[src/rtl/uart_rx_pkg.sv]
// Shared types and sample points for the UART receive path.
package uart_rx_pkg;

  typedef enum logic [2:0] {
    IDLE,
    START,
    DATA,
    PARITY,
    STOP
  } state_t;

  localparam logic [3:0] SAMP_MID = 4'd7;
  localparam logic [3:0] SAMP_END = 4'd15;

endpackage

[src/rtl/uart_rx_sync.sv]
// Synchroniser chain for the asynchronous rx line; resets to the idle (high) level.
module uart_rx_sync #(
  parameter int unsigned SYNC_STAGES = 2
) (
  input  logic clk,
  input  logic reset_n,
  input  logic rx_i,
  output logic rx_s_o
);

  logic [SYNC_STAGES-1:0] sync_q;

  always_ff @(posedge clk or negedge reset_n) begin
    if (!reset_n) sync_q <= '1;
    else          sync_q <= {sync_q[SYNC_STAGES-2:0], rx_i};
  end

  assign rx_s_o = sync_q[SYNC_STAGES-1];

endmodule

[src/rtl/uart_rx_core.sv]
// UART receive engine: start detect, mid-bit sampling on the 16x tick,
// and a one-deep output holding register with parity/framing/overflow status.
module uart_rx_core
  import uart_rx_pkg::*;
#(
  parameter int unsigned SYNC_STAGES = 2
) (
  input  logic       clk,
  input  logic       reset_n,
  input  logic       baud_clock,
  input  logic       rx,
  input  logic       bit8,
  input  logic       parity_en,
  input  logic       odd_n_even,
  input  logic       read_rx_byte,
  output logic [7:0] rx_byte,
  output logic       rx_rdy,
  output logic       parity_err,
  output logic       framing_err,
  output logic       overflow,
  output logic       rx_idle
);

  logic       rx_s;
  state_t     state_q, state_d;
  logic [3:0] samp_cnt_q, samp_cnt_d;
  logic [2:0] bit_cnt_q, bit_cnt_d;
  logic [7:0] shift_q, shift_d;
  logic       par_err_q, par_err_d;
  logic       armed_q, armed_d;
  logic [7:0] rx_byte_q, rx_byte_d;
  logic       rx_rdy_q, rx_rdy_d;
  logic       parity_err_q, parity_err_d;
  logic       framing_err_q, framing_err_d;
  logic       overflow_q, overflow_d;
  logic       rx_idle_q, rx_idle_d;
  logic       frame_done, frame_fe;
  logic [2:0] last_bit;

  uart_rx_sync #(.SYNC_STAGES(SYNC_STAGES)) u_sync (
    .clk    (clk),
    .reset_n(reset_n),
    .rx_i   (rx),
    .rx_s_o (rx_s)
  );

  always_comb begin
    state_d    = state_q;
    samp_cnt_d = samp_cnt_q;
    bit_cnt_d  = bit_cnt_q;
    shift_d    = shift_q;
    par_err_d  = par_err_q;
    armed_d    = armed_q;
    frame_done = 1'b0;
    frame_fe   = 1'b0;
    last_bit   = bit8 ? 3'd7 : 3'd6;

    if (baud_clock) begin
      if (rx_s) armed_d = 1'b1;
      samp_cnt_d = samp_cnt_q + 4'd1;
      unique case (state_q)
        IDLE: begin
          if (!rx_s && armed_q) begin
            state_d    = START;
            samp_cnt_d = '0;
          end
        end
        START: begin
          if (samp_cnt_q == SAMP_MID) begin
            if (!rx_s) begin
              state_d    = DATA;
              samp_cnt_d = '0;
              bit_cnt_d  = '0;
              shift_d    = '0;
              par_err_d  = 1'b0;
            end else begin
              state_d = IDLE;
            end
          end
        end
        DATA: begin
          // Bits land at their final index, so bit 7 stays 0 in 7-bit mode.
          if (samp_cnt_q == SAMP_END) begin
            shift_d[bit_cnt_q] = rx_s;
            bit_cnt_d          = bit_cnt_q + 3'd1;
            if (bit_cnt_q == last_bit) state_d = parity_en ? PARITY : STOP;
          end
        end
        PARITY: begin
          if (samp_cnt_q == SAMP_END) begin
            par_err_d = ((^shift_q) ^ rx_s) != odd_n_even;
            state_d   = STOP;
          end
        end
        STOP: begin
          if (samp_cnt_q == SAMP_END) begin
            frame_done = 1'b1;
            frame_fe   = ~rx_s;
            if (!rx_s) armed_d = 1'b0;
            state_d = IDLE;
          end
        end
        default: state_d = IDLE;
      endcase
    end
  end

  always_comb begin
    rx_byte_d     = rx_byte_q;
    rx_rdy_d      = rx_rdy_q;
    parity_err_d  = parity_err_q;
    framing_err_d = framing_err_q;
    overflow_d    = overflow_q;
    rx_idle_d     = rx_idle_q;

    if (read_rx_byte) begin
      rx_rdy_d   = 1'b0;
      overflow_d = 1'b0;
    end
    // A read in the completion cycle frees the register for the new frame.
    if (frame_done) begin
      if (!rx_rdy_q || read_rx_byte) begin
        rx_byte_d     = shift_q;
        parity_err_d  = par_err_q;
        framing_err_d = frame_fe;
        rx_rdy_d      = 1'b1;
      end else begin
        overflow_d = 1'b1;
      end
    end

    if (state_d != IDLE)       rx_idle_d = 1'b0;
    else if (armed_d)          rx_idle_d = 1'b1;
    else if (state_q != IDLE)  rx_idle_d = 1'b0;
  end

  always_ff @(posedge clk or negedge reset_n) begin
    if (!reset_n) begin
      state_q       <= IDLE;
      samp_cnt_q    <= '0;
      bit_cnt_q     <= '0;
      shift_q       <= '0;
      par_err_q     <= 1'b0;
      armed_q       <= 1'b0;
      rx_byte_q     <= '0;
      rx_rdy_q      <= 1'b0;
      parity_err_q  <= 1'b0;
      framing_err_q <= 1'b0;
      overflow_q    <= 1'b0;
      rx_idle_q     <= 1'b1;
    end else begin
      state_q       <= state_d;
      samp_cnt_q    <= samp_cnt_d;
      bit_cnt_q     <= bit_cnt_d;
      shift_q       <= shift_d;
      par_err_q     <= par_err_d;
      armed_q       <= armed_d;
      rx_byte_q     <= rx_byte_d;
      rx_rdy_q      <= rx_rdy_d;
      parity_err_q  <= parity_err_d;
      framing_err_q <= framing_err_d;
      overflow_q    <= overflow_d;
      rx_idle_q     <= rx_idle_d;
    end
  end

  assign rx_byte     = rx_byte_q;
  assign rx_rdy      = rx_rdy_q;
  assign parity_err  = parity_err_q;
  assign framing_err = framing_err_q;
  assign overflow    = overflow_q;
  assign rx_idle     = rx_idle_q;

endmodule

[config.mk]
export PLATFORM = sky130hd
export DESIGN_NAME = uart_rx_core
export DESIGN_NICKNAME = d
export VERILOG_FILES = /design/src/rtl/uart_rx_pkg.sv /design/src/rtl/uart_rx_sync.sv /design/src/rtl/uart_rx_core.sv
export SDC_FILE = /design/constraint.sdc
export NUM_CORES = 1
export LEC_CHECK = 0
export CAP_MARGIN = 20
export CORE_MARGIN = 5
export CORE_UTILIZATION = 55
export DETAILED_ROUTE_END_ITERATION = 7
export PLACE_DENSITY_LB_ADDON = 0.15
export SLEW_MARGIN = 20
export SYNTH_ARGS = -nofsm -noshare
export SYNTH_HDL_FRONTEND = slang
export SYNTH_SLANG_ARGS = --single-unit
[constraint.sdc]
create_clock -name clk -period 2.24 [get_ports clk]
set_clock_uncertainty 0.2 [all_clocks]
set_input_delay 0.224 -clock clk [delete_from_list [all_inputs] [get_ports clk]]
set_output_delay 0.224 -clock clk [all_outputs]
set_load 0.02 [all_outputs]
==> results of run 1 <==
## state kept, by name, indices dropped and copies added (netlist names)
signal         count
shift_q            8
framing_err        1
par_err_q          1
u_sync.sync_q      2
samp_cnt_q         4
armed_q            1
rx_byte            8
rx_rdy             1
bit_cnt_q          3
parity_err         1
state_q            3
overflow           1
rx_idle            1
## layer usage
layer / vias to the layer above / track usage (%) / wire length, um
met1: 661 / 22.60 / 1658
met3: 10 / 5.824 / 204
met4: 0 / 6.835 / 72
met2: 40 / 29.16 / 1766
li1: 638 / - / -
met5: - / 0 / 0
## power by group
part           switching, uW  internal (uW)  total, uW
clock network            209            121        330
logic                    230            180        410
registers               60.8            702        762
total                    500           1000       1500
## timing repair
action,in CTS,in global routing
gates resized for setup,0,3
hold endpoints to repair,0,0
endpoints found under the setup margin,0,13
## worst paths after layout
kind                                  startpoint               end  slack, ps  cells past startpoint
worst max-delay path               samp_cnt_q[0]        rx_byte[3]        130                      5
worst min-delay path                     reset_n           armed_q         80                      2
worst max register to register     samp_cnt_q[0]        rx_byte[3]        130                      5
worst min register to register  u_sync.sync_q[0]  u_sync.sync_q[1]        160                      0
max in group asynchronous                reset_n  u_sync.sync_q[1]       1400                      2
min in group clk                              rx  u_sync.sync_q[0]        100                      1
## cells by family after synthesis
logic type,count (synthesis)
AND/OR/NAND/NOR,54
multiplexers,16
AO/OA/AOI/OAI,28
adder cells (fa/ha/maj),2
flip-flops,35
buffers and inverters,14
XOR/XNOR,13
## cell usage after synthesis (4+ instances only)
master | n | area [um2]
nor2_1 | 9 | 33.78
clkbuf_1 | 4 | 15.01
mux2_2 | 10 | 112.6
o21ai_0 | 5 | 25.02
mux2i_1 | 6 | 60.06
buf_6 | 4 | 45.04
xnor2_1 | 11 | 96.34
dfrtp_1 | 32 | 800.8
o31ai_1 | 4 | 30.03
nand4_1 | 4 | 25.02
inv_1 | 5 | 18.77
nand2_1 | 18 | 67.56
## per-stage QoR
step           power, uW  cell area (um2)  hold WS (ps)
2_1_floorplan       1062             1826        -271.6
3_3_place_gp        1149             2101         146.4
3_5_place_dp        1177             2101         147.8
4_1_cts             1507             2155         88.32
5_1_grt             1594             2171         84.74
6_report            1503             2171         79.51
## final cells by class
type                            count  area (um2)  area share, %
Clock buffer                        6       41.29          1.902
Clock inverter                      2       12.51         0.5764
Inverter                            5       18.77         0.8646
Multi-Input combinational cell    113       878.3          40.46
Sequential cell                    35       879.6          40.52
Tap cell                           46       57.56          2.651
Timing Repair Buffer               31       282.8          13.03
==> impl_results.md, run 1 <==
* Clk root buf: clkbuf_4
* Crit-path max FO at 11
* Endpoints failing setup at 0
* Htree depth at 2
* Slew @ Worst Pin at 504.7 ps
* Post-synthesis sequential area ratio at 48.18%
* Main combinational cell family by area after synthesis: simple AND/OR/NAND/NOR gates
* Total grt overflow at 0
* CTS sink cnt at 35
* Crit path largest cell delay at 440 ps
* Final period util at 94.28%
* CP Launch Type: flop
* Global-route wire length before repair at 6134 um
* Commonest cells after routing, fill and taps aside: 32 x dfrtp_1, 20 x clkdlybuf4s50_1, 18 x nand2_1
* Synthesized area at 1826 um2
* Final min period at 2112 ps
* TritonCTS Buffers at 5
* Drt total wl at 3702 um
* GP Congestion at 0.9072
* CP delay by family, top: simple AND/OR/NAND/NOR gates
* Outcome: finished clean
* Pins Over Slew Limit at 0
* Capturing element type of the critical path: flop
* Final WS setup at 128.1 ps
* Core Area at 3284 um2
* Dpl ws at 53.40 ps
* Detailed Place HPWL at 2712 um
* Critical path class: flop to flop
* Diode count at 0
* Syn_nets at 172
* PwrDens at 692.2 nW/um2
* Headroom to the max-slew limit at 66.35%
* Syn Area/Cell at 11.27 um2
* Peak VDD IR at 0.5274 mV
* Final Util at 66.10%
* Leak pwr at 0.0009290 uW
* Drt wl/cell at 15.55 um
* Synth Register Bits at 35
* Postcts setup bufs at 0
* Initial DRT Pass Iterations at 4
* Area Overhead vs Synth at 18.92%
* Pin count of the biggest net entering global routing at 36
* Syn Inst Count at 162
* Netlist cell types at 45
* Arrival time at the worst endpoint at 2140 ps
* Total Negative Setup Slacks at 0 ps
* CTS tree: built
* Post-synthesis mux area share at 9.459%
* Clock latency on the worst-skew pair at 330 ps
* Die width at 67.61 um
* Crit-path cells: ha_2 -> and3_1 -> nand4_1 -> nand2b_1 -> mux2_2
* # fillers at 272
* Vias in the first global route at 1374
* Fmax at 0.4735 GHz
* 1st-iter DRT viols at 61
* Boundary pin count at 21
* Min-Delay Path Class: input port to async pin
* Vias per Instance at 5.668
* DRC violations left at 0
* Antenna violations before repair at 0
* Post-Synth Adder-Cell Area at 1.371%
* Commonest non-fill, non-tap cell in the layout: dfrtp_1
* Layout net count at 201
* Compound-gate portion of the synthesized area at 12.41%
* Port Buffers at 20
* Die Y at 67.61 um
* GRT Overall Usage at 18.13%
* Post-synth EDFFs at 0
* Primary FF master, synth: dfrtp_1
* Crit-path slowest cell: nand2b_1
* Final Hold Vio Count at 0
* Row count at 21
* Ys async rst share at 100.0%
* Post-CTS Hold Buffers at 0
* Synth Area in Simple Gates at 17.75%
* Clock Tree Buf Depth at 2
* Post-Layout Cell Count at 238
* Clock Pin Slew Worst Setup and Hold Paths at 110 ps
* Antenna-violating nets left at 0
* Share of layout cells above drive strength 1 at 22.40%
* Xor/xnor share of the synthesized area at 6.237%
* Die area at 4571 um2
* Placed cell count at 230
* Critical path required time at 2260 ps
* Via count at 1349
* Synthesis warning total at 0
* Initial Util at 55.58%
* Buf/Inv on CP at 0
* Total of max-cap violations at 0
* RSZ-0062 raised after global routing: false
(Power assumes the default switching activity.)
==> run 2: changes to the inputs <==
CORE_MARGIN = 3   (was 5)
==> impl_results.md, run 2 (synthesis gave the netlist of run 1 again) <==
* Fmax at 0.4795 GHz
* Final period util at 93.10%
* Crit path largest cell delay at 470 ps
* WP depth at 5
* Total Negative Setup Slacks at 0 ps
* Global-route wire length before repair at 6486 um
* Slew @ Worst Pin at 495.9 ps
* Dpl ws at 68.04 ps
* Peak VDD IR at 0.6049 mV
* DRC violations left at 0
* Vias per Instance at 5.468
* PwrDens at 743.5 nW/um2
* Detailed Place HPWL at 2594 um
* Leak pwr at 0.0009498 uW
* Buf/Inv on CP at 0
* Clk root buf: clkbuf_4
* Antenna-violating nets left at 0
* Antenna violations before repair at 0
* TritonCTS Buffers at 5
* Arrival time at the worst endpoint at 2160 ps
* Critical path required time at 2320 ps
* Clock latency on the worst-skew pair at 350 ps
* Diode count at 0
* Final WS setup at 154.7 ps
* Pins Over Slew Limit at 0
* Area Overhead vs Synth at 21.32%
* Headroom to the max-slew limit at 66.81%
* Layout net count at 200
* Tot Pwr at 1647 uW
* Outcome: finished clean
* CP delay by family, top: simple AND/OR/NAND/NOR gates
* Commonest cells after routing, fill and taps aside: 32 x dfrtp_1, 20 x clkdlybuf4s50_1, 18 x nand2_1
* Commonest non-fill, non-tap cell in the layout: dfrtp_1
* Clock Tree Buf Depth at 2
* R2R Path End: shift_q[1]
* CTS sink cnt at 35
* Final Cell Area at 2215 um2
* Critical path class: flop to flop
* Port Buffers at 20
* Clock Pin Slew Worst Setup and Hold Paths at 120 ps
* Final Util at 71.37%
* Htree depth at 2
* Core Area at 3103 um2
* RSZ-0062 raised after global routing: false
* Die width at 63.61 um
* GRT Overall Usage at 20.73%
* # fillers at 252
* Initial Util at 58.83%
* Final Hold Vio Count at 0
* R2R Path Start: state_q[0]
* Pin count of the biggest net entering global routing at 36
* Crit-path cells: or2b_1 -> nor4_4 -> o21ai_4 -> nor4b_4 -> mux2i_1
* Row count at 20
* Total of max-cap violations at 0
* Drt wl/cell at 15.15 um
* Postcts setup bufs at 0
* GP Congestion at 0.8565
* 1st-iter DRT viols at 73
* Final min period at 2085 ps
* Min-Delay Path Class: input port to async pin
* Share of layout cells above drive strength 1 at 22.51%
* Crit-path slowest cell: dfrtp_1
* Endpoints failing setup at 0
* Post-placement cell area at 2103 um2
* Total grt overflow at 0
* Vias in the first global route at 1336
* CTS tree: built
* Reg2reg path depth at 5
* Die area at 4046 um2
* Capturing element type of the critical path: flop
* Initial DRT Pass Iterations at 4
* Via count at 1285
* R2R setup slack at 150 ps
* Drt total wl at 3561 um
* CP Launch Type: flop
* Boundary pin count at 21
* Crit-path max FO at 14
* Die Y at 63.61 um
[run 2: changes by cell type in the layout (fill, tap and decap cells not counted), sizes merged]
cell      previous run  this run
clkinvlp             1         0
bufinv               0         1
buf                 11        10
[run 2: cell type report]
cell class | instances | area (um2) | share of cell area, %
inverter | 5 | 18.77 | 0.8475
clock buffer | 6 | 51.30 | 2.316
sequential | 35 | 879.6 | 39.72
timing repair buffer | 30 | 287.8 | 12.99
tap | 44 | 55.05 | 2.486
multi-input combinational | 113 | 887.1 | 40.06
clock inverter | 2 | 35.03 | 1.582
[run 2: report_power, final]
part           internal (uW)  leakage, uW  total [uW]  switching [uW]
clock                    264    0.0000482         476             212
sequential               701     0.000465         778            76.2
combinational            179     0.000436         393             214
total                   1140     0.000950        1650             502
[run 2: worst max path at each step]
stage | from | endpoint | slack, ps
after floorplan | samp_cnt_q[0] | shift_q[6] | 260
after global placement | samp_cnt_q[0] | shift_q[1] | 180
after detailed placement | samp_cnt_q[0] | shift_q[1] | 70
after CTS | samp_cnt_q[0] | shift_q[1] | 40
after global routing | state_q[0] | shift_q[1] | 30
final | state_q[0] | shift_q[1] | 150
[run 2: worst register-to-register path, cell delays in order, from the launching register on]
cell and delay [ps]:
dfrtp_1 470, or2b_1 330, nor4_4 320, o21ai_4 200, nor4b_4 320, mux2i_1 200
[run 2: metrics by stage]
stage / instances / hold slack, ps
after floorplan: 162 / -271.6
after global placement: 227 / 146.0
after detailed placement: 227 / 149.1
after CTS: 235 / 67.59
after global routing: 235 / 68.82
final: 235 / 74.20
[run 2: repair_timing]
action                                  CTS  global route
endpoints found under the hold margin     0             0
gates resized for setup                   0             4
endpoints found under the setup margin    0             6
hold buffers                              0             0
[run 2: layer usage]
metal	vias up	GRT usage (%)	part of all wire [%]
met5	-	0	0
met4	0	7.817	1.4
met3	7	5.704	3.4
met2	20	33.12	48
met1	617	26.73	47
li1	641	-	-
==> run 3: changes to the inputs <==
GPL_ROUTABILITY_DRIVEN = 0   (was not set)
==> impl_results.md, run 3 (synthesis gave the netlist of run 1 again) <==
* Outcome: finished clean
* Global-route wire length before repair at 6492 um
* Commonest non-fill, non-tap cell in the layout: dfrtp_1
* RSZ-0062 raised after global routing: false
* CTS tree: built
* Final Hold Vio Count at 0
* Antenna-violating nets left at 0
* Crit-path max FO at 8
* Core Area at 3103 um2
* Buf/Inv on CP at 0
* Boundary pin count at 21
* Total of max-cap violations at 0
* Placed cell count at 226
* Critical path required time at 2310 ps
* Endpoints failing setup at 0
* Initial DRT Pass Iterations at 4
* Via count at 1401
* Leak pwr at 0.0009661 uW
* Die area at 4046 um2
* Diode count at 0
* Antenna violations before repair at 0
* Fmax at 0.4684 GHz
* CTS sink cnt at 35
* Total grt overflow at 0
* Min-Delay Path Class: input port to async pin
* Capturing element type of the critical path: flop
* Peak VDD IR at 0.7498 mV
* Post-Layout Cell Count at 239
* Htree depth at 2
* 1st-iter DRT viols at 95
* Clk root buf: clkbuf_4
* Die Y at 63.61 um
* Crit path largest cell delay at 490 ps
* Vias in the first global route at 1373
* Drt total wl at 3907 um
* Total Negative Setup Slacks at 0 ps
* Slew @ Worst Pin at 576.5 ps
* GRT Overall Usage at 20.47%
* Clock Pin Slew Worst Setup and Hold Paths at 110 ps
* Clock latency on the worst-skew pair at 340 ps
* Commonest cells after routing, fill and taps aside: 32 x dfrtp_1, 20 x clkdlybuf4s50_1, 18 x nand2_1
* Pins Over Slew Limit at 0
* Headroom to the max-slew limit at 61.06%
* Row count at 20
* Arrival time at the worst endpoint at 2210 ps
* Final period util at 95.30%
* Port Buffers at 20
* Initial Util at 58.83%
* Post-CTS Hold Buffers at 0
* Die width at 63.61 um
* Clock Tree Buf Depth at 2
* Drt wl/cell at 16.35 um
* Share of layout cells above drive strength 1 at 24.10%
* CP Launch Type: flop
* Vias per Instance at 5.862
* Pin count of the biggest net entering global routing at 36
* Layout net count at 204
* DRC violations left at 0
* CP delay by family, top: simple AND/OR/NAND/NOR gates
* Crit-path slowest cell: dfrtp_1
* PwrDens at 751.3 nW/um2
* Detailed Place HPWL at 2551 um
* Final min period at 2135 ps
* TritonCTS Buffers at 5
* Area Overhead vs Synth at 23.10%
* Crit-path cells: or3b_4 -> nor2_2 -> o21ai_4 -> nor4b_2 -> mux2i_1
* Critical path class: flop to flop
==> run 3: where the power goes <==
part | switching (uW) | internal (uW) | leakage (uW) | total (uW)
sequential | 64.5 | 701 | 0.000465 | 766
combinational | 241 | 206 | 0.000452 | 446
clock | 212 | 264 | 0.0000482 | 476
==> run 3: timing repair <==
item                                    4_1_cts  5_1_grt
gates resized for setup                       1        3
endpoints found under the setup margin        1       13
endpoints found under the hold margin         0        0
buffers inserted                              0        4
cloned                                        0        1
pin swaps                                     0        2
==> run 3: layout make-up <==
class                   count  area [um2]
clock buffers               6       51.30
fillers                   238       855.8
repair buffers             33       310.3
multi-input cells         114       897.1
well taps                  44       55.05
flip-flops and latches     35       879.6
clock inverters             2       35.03
inverters                   5       18.77
==> run 3: final timing paths <==
path	slack, ps	startpoint	endpoint	cells past startpoint
max in group asynchronous	1420	reset_n	u_sync.sync_q[0]	2
max reg2reg	110	state_q[2]	shift_q[1]	5
max	110	state_q[2]	shift_q[1]	5
min in group clk	90	rx	u_sync.sync_q[0]	1
min reg2reg	160	u_sync.sync_q[0]	u_sync.sync_q[1]	0
min	70	reset_n	overflow	2
==> run 3: routing by layer <==
| metal | global-route usage, % | wire length (um) |
|---|---|---|
| met5 | 0 | 0 |
| met4 | 8.625 | 78 |
| met3 | 5.882 | 171 |
| met2 | 31.68 | 1919 |
| met1 | 26.76 | 1738 |
==> run 3: through the flow <==
stage          power (uW)  worst slack [ps]  hold slack, ps  cell area (um2)  util (%)
6_report             1688             105.2           69.34             2247     72.42
5_1_grt              1785             16.59           80.56             2247     72.42
4_1_cts              1653             43.38           73.31             2177     70.16
3_5_place_dp         1168             24.97           149.1             2083     67.14
3_3_place_gp         1150             110.4           146.4             2083     67.14
2_1_floorplan        1062             259.6          -271.6             1826         -
